File: src/rtl/id_ex_stage_reg.sv
// ID/EX pipeline register with stall hold, flush kill and hazard bubble.
// Optional define FORWARDING_EN builds the source-index registers.
module id_ex_stage_reg (
    input  logic        clk,
    input  logic        rst,
    input  logic        stall,
    input  logic        flush,
    input  logic        bubble,
    input  logic        id_valid,
    input  logic        id_wb_en,
    input  logic        id_mem_r_en,
    input  logic        id_mem_w_en,
    input  logic        id_b,
    input  logic        id_s,
    input  logic [3:0]  id_exe_cmd,
    input  logic [31:0] id_pc,
    input  logic [31:0] id_val_rn,
    input  logic [31:0] id_val_rm,
    input  logic        id_imm,
    input  logic [11:0] id_shift_operand,
    input  logic [23:0] id_signed_imm_24,
    input  logic [3:0]  id_dest,
    input  logic [3:0]  id_sr,
    input  logic [3:0]  id_src_1,
    input  logic [3:0]  id_src_2,
    input  logic        id_two_src,
    output logic        ex_valid,
    output logic        ex_wb_en,
    output logic        ex_mem_r_en,
    output logic        ex_mem_w_en,
    output logic        ex_b,
    output logic        ex_s,
    output logic [3:0]  ex_exe_cmd,
    output logic [31:0] ex_pc,
    output logic [31:0] ex_val_rn,
    output logic [31:0] ex_val_rm,
    output logic        ex_imm,
    output logic [11:0] ex_shift_operand,
    output logic [23:0] ex_signed_imm_24,
    output logic [3:0]  ex_dest,
    output logic [3:0]  ex_sr,
    output logic [3:0]  ex_src_1,
    output logic [3:0]  ex_src_2,
    output logic        ex_two_src
);

    logic        r_valid;
    logic        r_wb_en;
    logic        r_mem_r_en;
    logic        r_mem_w_en;
    logic        r_b;
    logic        r_s;
    logic [3:0]  r_exe_cmd;
    logic [31:0] r_pc;
    logic [31:0] r_val_rn;
    logic [31:0] r_val_rm;
    logic        r_imm;
    logic [11:0] r_shift_operand;
    logic [23:0] r_signed_imm_24;
    logic [3:0]  r_dest;
    logic [3:0]  r_sr;

    logic w_kill_ctrl;
    logic w_kill_data;

    // Control is dropped for flush, bubble or a non-instruction in ID.
    assign w_kill_ctrl = flush | bubble | ~id_valid;
    assign w_kill_data = flush;

    always_ff @(posedge clk) begin
        if (!rst) begin
            r_valid    <= 1'b0;
            r_wb_en    <= 1'b0;
            r_mem_r_en <= 1'b0;
            r_mem_w_en <= 1'b0;
            r_b        <= 1'b0;
            r_s        <= 1'b0;
            r_exe_cmd  <= 4'b0000;
        end else if (!stall) begin
            r_valid    <= id_valid & ~flush & ~bubble;
            r_wb_en    <= id_wb_en & ~w_kill_ctrl;
            r_mem_r_en <= id_mem_r_en & ~w_kill_ctrl;
            r_mem_w_en <= id_mem_w_en & ~w_kill_ctrl;
            r_b        <= id_b & ~w_kill_ctrl;
            r_s        <= id_s & ~w_kill_ctrl;
            r_exe_cmd  <= w_kill_ctrl ? 4'b0000 : id_exe_cmd;
        end
    end

    always_ff @(posedge clk) begin
        if (!rst) begin
            r_pc            <= 32'd0;
            r_val_rn        <= 32'd0;
            r_val_rm        <= 32'd0;
            r_imm           <= 1'b0;
            r_shift_operand <= 12'd0;
            r_signed_imm_24 <= 24'd0;
            r_dest          <= 4'd0;
            r_sr            <= 4'd0;
        end else if (!stall) begin
            if (w_kill_data) begin
                r_pc            <= 32'd0;
                r_val_rn        <= 32'd0;
                r_val_rm        <= 32'd0;
                r_imm           <= 1'b0;
                r_shift_operand <= 12'd0;
                r_signed_imm_24 <= 24'd0;
                r_dest          <= 4'd0;
                r_sr            <= 4'd0;
            end else begin
                r_pc            <= id_pc;
                r_val_rn        <= id_val_rn;
                r_val_rm        <= id_val_rm;
                r_imm           <= id_imm;
                r_shift_operand <= id_shift_operand;
                r_signed_imm_24 <= id_signed_imm_24;
                r_dest          <= id_dest;
                r_sr            <= id_sr;
            end
        end
    end

`ifdef FORWARDING_EN
    logic [3:0] r_src_1;
    logic [3:0] r_src_2;
    logic       r_two_src;

    always_ff @(posedge clk) begin
        if (!rst) begin
            r_src_1   <= 4'd0;
            r_src_2   <= 4'd0;
            r_two_src <= 1'b0;
        end else if (!stall) begin
            r_src_1   <= w_kill_data ? 4'd0 : id_src_1;
            r_src_2   <= w_kill_data ? 4'd0 : id_src_2;
            r_two_src <= w_kill_data ? 1'b0 : id_two_src;
        end
    end

    assign ex_src_1   = r_src_1;
    assign ex_src_2   = r_src_2;
    assign ex_two_src = r_two_src;
`else
    logic w_unused_fwd;

    assign w_unused_fwd = ^{id_src_1, id_src_2, id_two_src};
    assign ex_src_1     = 4'd0;
    assign ex_src_2     = 4'd0;
    assign ex_two_src   = 1'b0;
`endif

    assign ex_valid         = r_valid;
    assign ex_wb_en         = r_wb_en;
    assign ex_mem_r_en      = r_mem_r_en;
    assign ex_mem_w_en      = r_mem_w_en;
    assign ex_b             = r_b;
    assign ex_s             = r_s;
    assign ex_exe_cmd       = r_exe_cmd;
    assign ex_pc            = r_pc;
    assign ex_val_rn        = r_val_rn;
    assign ex_val_rm        = r_val_rm;
    assign ex_imm           = r_imm;
    assign ex_shift_operand = r_shift_operand;
    assign ex_signed_imm_24 = r_signed_imm_24;
    assign ex_dest          = r_dest;
    assign ex_sr            = r_sr;

endmodule
File: config.mk
export PLATFORM = sky130hd
export DESIGN_NAME = id_ex_stage_reg
export DESIGN_NICKNAME = d
export VERILOG_FILES = /design/src/rtl/id_ex_stage_reg.sv
export SDC_FILE = /design/constraint.sdc
export NUM_CORES = 1
export LEC_CHECK = 0
export BUFFER_PORTS_ARGS = -buffer_cell sky130_fd_sc_hd__buf_2
export CAP_MARGIN = 15
export CORE_AREA = 5 5 124 126
export DETAILED_ROUTE_END_ITERATION = 8
export DIE_AREA = 0 0 129 131
export GPL_TIMING_DRIVEN = 0
export HOLD_SLACK_MARGIN = 0.05
export PLACE_DENSITY_LB_ADDON = 0.1
export REMOVE_ABC_BUFFERS = 1
export SLEW_MARGIN = 10
export SYNTH_ARGS = -nofsm -noshare
export SYNTH_HDL_FRONTEND = slang
export SYNTH_SLANG_ARGS = --single-unit
File: constraint.sdc
create_clock -name clk -period 1.2 [get_ports clk]
set_clock_uncertainty 0.15 [all_clocks]
set_input_delay 0 -clock clk [delete_from_list [all_inputs] [get_ports clk]]
set_output_delay 0 -clock clk [all_outputs]
set_load 0.1 [all_outputs]
=== Word level (Yosys, flattened, before mapping) ===
Index checks and enable logic that the tools add are counted.

* Mux-type cells: 9
* Bitwise gates (word level): 13

{| class="wikitable"
|+ Operators with widths
! operator !! count
|-
| 2-to-1 mux 32 bit || 3
|-
| 2-to-1 mux 24 bit || 1
|-
| 2-to-1 mux 12 bit || 1
|-
| 2-to-1 mux 4 bit || 3
|-
| AND 1 bit || 7
|-
| inverter 1 bit || 4
|-
| OR 1 bit || 2
|-
| 2-to-1 mux 1 bit || 1
|}

* Logic and storage cells: 37
* Register bits: 151

=== Depth between registers and ports, before layout ===
* Depth after elaboration: 4
* Gate-level depth with buffers: 5
* Gate-level depth less buffers: 2

=== Worst setup path before layout ===
Ideal clock, no wire load.

* Path kind: register to register
* Start point: register ex_dest[0] (netlist name)
* End point: register r_dest[0] (netlist: ex_dest[0])
* Arrival: 1.171 ns
* Library setup time: 0.076 ns
* Required time: 0.974 ns
* Buffers on the path: 0
* Period minus slack after synthesis: 1.396 ns
* Path slack: -0.196 ns
* Cell stages (with the launch flop): 3
* Cell sequence: dfxtp_1 -> nand2_1 -> a21boi_0

{| class="wikitable"
|+ RTL lines
! what !! RTL line !! text
|-
| to (signal assigned) || 117 || <nowiki>r_dest <= id_dest;</nowiki>
|-
| to (decl) || 60 || <nowiki>logic [3:0] r_dest;</nowiki>
|}

=== Final worst setup path ===
* Start point: input id_pc[26]
* End point: register r_pc[26] (netlist: ex_pc[26])

* Longest elaborated chain between the ends: 1

{| class="wikitable"
|+ Ends and longest elaborated chain
! what !! RTL line !! text
|-
| from (decl) || 16 || <nowiki>input logic [31:0] id_pc,</nowiki>
|-
| 2-to-1 mux 32 bit || 101 || <nowiki>if (w_kill_data) begin</nowiki>
|-
| to (signal assigned) || 111 || <nowiki>r_pc <= id_pc;</nowiki>
|-
| to (decl) || 54 || <nowiki>logic [31:0] r_pc;</nowiki>
|}

No other way between the ends.
A chain may end at the register's enable or synchronous reset.

==> qor.csv <==
metric,value,unit
routabilityCongestion,0.771,
clk_latency,0.41,ns
ys_seq_elements,151,
r2r_start,ex_pc[26],
initial_core_util,44.6,%
timing.fmax,0.829,GHz
relSlewSlack,53.6,%
ys_warn_count,0,
drt_first_pass_iters,4,
pwr_density_cell,1280,nW/um^2
tightest_slew,0.695,ns
synth_top_cell_area_share,47.7,%
fin_cells,1272,
post_drt_wl_per_cell,17.8,um
required,1.36,ns
dp_hpwl,11.9,mm
detail-route-antenna-nets,0,
reg2reg_depth,2,
end_kind,register,
worstHoldPathCells,3,
slew_violations,0,
cts_sinks,151,
htreeDepth,4,
drc,0,
cts_tree,yes,
ir_drop,0.818,mV
grt_pass1_vias,6697,
die_w,129,um
hold_viol_final,55,
io_buffers,306,
vias,6500,
cts_buffer_depth,2,
outcome,"finished, violations left",
ys_seq_area_share,47.7,%
yosysUniqueCellTypes,16,
drive_gt1_share,35.4,%
critical_path_class,input port to register,
cp.arrival,1.36,ns
setup_ws,-0.00636,ns
total_power,14300,uW
clkSlewWorstSetupHoldPaths,0.06,ns
setup_viol,1,
syn_avg_cell_area,9.59,sq um
violations,"hold timing, setup timing",
period_needed,1.21,ns
wirelength,22.7,mm
crit_path_start_kind,input port,
grtUsageTotal,25.1,%
fin_crit_sh,101,%
netlist_area,6330,sq um
hp-class,input port to register,
synth_area_leaders,"dfxtp_1 48%, or3b_1 15%, a21boi_1 12%",
fin_util,79.0,%
viasPerCell,5.11,
drtIter0Drc,300,
crit_fanout,1,
grt_max_degree,116,
core-area,14200,sq um
critPathLaunch,id_pc[26],
yosys.area.top_type,dfxtp_1,
min-delay-start,stall,
cts_inserted_buffers,17,
antenna_found_initial,0,
area_delta_synth_final,77.2,%
grt_pass1_wl,33.7,mm
ios,325,
cap_violations,0,
syn_inst,660,
die_area,16900,sq um
overflow,0,
layout.nets,1241,
p_leak,0.00470,uW
post-place-cells,1088,
cts_root_buffer,clkbuf_16,
num_rows,44,
n_antenna_cell,0,
die_h,131,um
whs,-0.151,ns
-- where the power goes --
part           switching (uW)  total (uW)  internal [uW]  leakage (uW)
sequential                147        5350           5200       0.00124
clock                    2000        5620           3620      0.000306
combinational            2110        3340           1230       0.00315
-- routing by layer --
layer | global-route usage (%) | up-vias | wire (um)
met5 | 0 | - | 0
met4 | 11.6 | 0 | 837
met3 | 8.50 | 68 | 1800
met2 | 43.3 | 260 | 11500
met1 | 28.1 | 3075 | 8490
li1 | - | 3097 | -
-- worst paths after layout --
kind,slack (ns),endpoint
worst min register to register,0.32,ex_signed_imm_24[3]
worst min-delay path,-0.15,ex_val_rm[5]
worst max-delay path,-0.006,ex_pc[26]
worst max register to register,0.22,ex_pc[26]
-- synthesized netlist by cell type, drive strengths merged --
cell	instances
a21boi	141
a32o	9
or3b	141
and2	1
dfxtp	151
nand2	141
a22o	1
conb	1
buf	29
clkbuf	44
nor4b	1
-- layout by cell type (no fill, tap or decap), types with 4 or more instances in the layout --
master	synthesis	routed
clkinv_2	0	4
a21boi_0	38	37
dfxtp_1	151	143
buf_8	0	23
conb_1	1	9
bufinv_16	0	4
nand2_1	141	141
buf_2	17	152
or3b_2	36	36
buf_12	0	16
a21boi_1	103	104
a32o_1	9	9
or3b_1	105	105
dlygate4sd3_1	0	151
dfxtp_2	0	8
clkbuf_16	0	17
buf_6	3	114
-- cell type report --
cell class,count,area (sq um)
clock buffer,22,474
timing repair buffer,462,4350
clock inverter,9,148
tap,184,230
sequential,151,3030
multi-input combinational,444,2990
fill,796,2980
-- flip-flops by register name, indices dropped and copies added (netlist names), 4 cells and up --
name              count
ex_pc                32
ex_exe_cmd            4
ex_sr                 4
ex_signed_imm_24     24
ex_val_rm            32
ex_val_rn            32
ex_shift_operand     12
ex_dest               4
-- cell families (layout without fill, tap and decap cells) --
kind of cell    after synthesis  count (layout)  synth area share, %
compound gates              151             151                 18.3
simple gates                284             284                 28.3
flops                       151             151                 47.7
other cells                   1               9               0.0592
buf+inv                      73             493                 5.59
-- metrics by stage --
step           worst slack, ns  TNS (ns)  cell area (sq um)
6_report              -0.00636  -0.00636              11200
3_5_place_dp            -0.567    -36.96               7870
3_3_place_gp             -2.46   -329.22               7770
5_1_grt                -0.0479    -0.140              11200
4_1_cts                0.00143         0              11000
2_1_floorplan           -0.196    -27.65               6010
-- worst max-delay path, stage by stage --
cell           delay, ns
dlygate4sd3_1       0.52
buf_2               0.10
or3b_2              0.46
a21boi_0            0.29
-- timing repair --
item | in CTS | in global routing
gates resized for setup | 302 | 64
setup endpoints to repair | 161 | 81
endpoints found under the hold margin | 151 | 67
cloned | 1 | 0
buffers inserted | 0 | 1
pin swaps | 1 | 1
hold buffers | 150 | 1
Power figures use the tool's default switching activity.
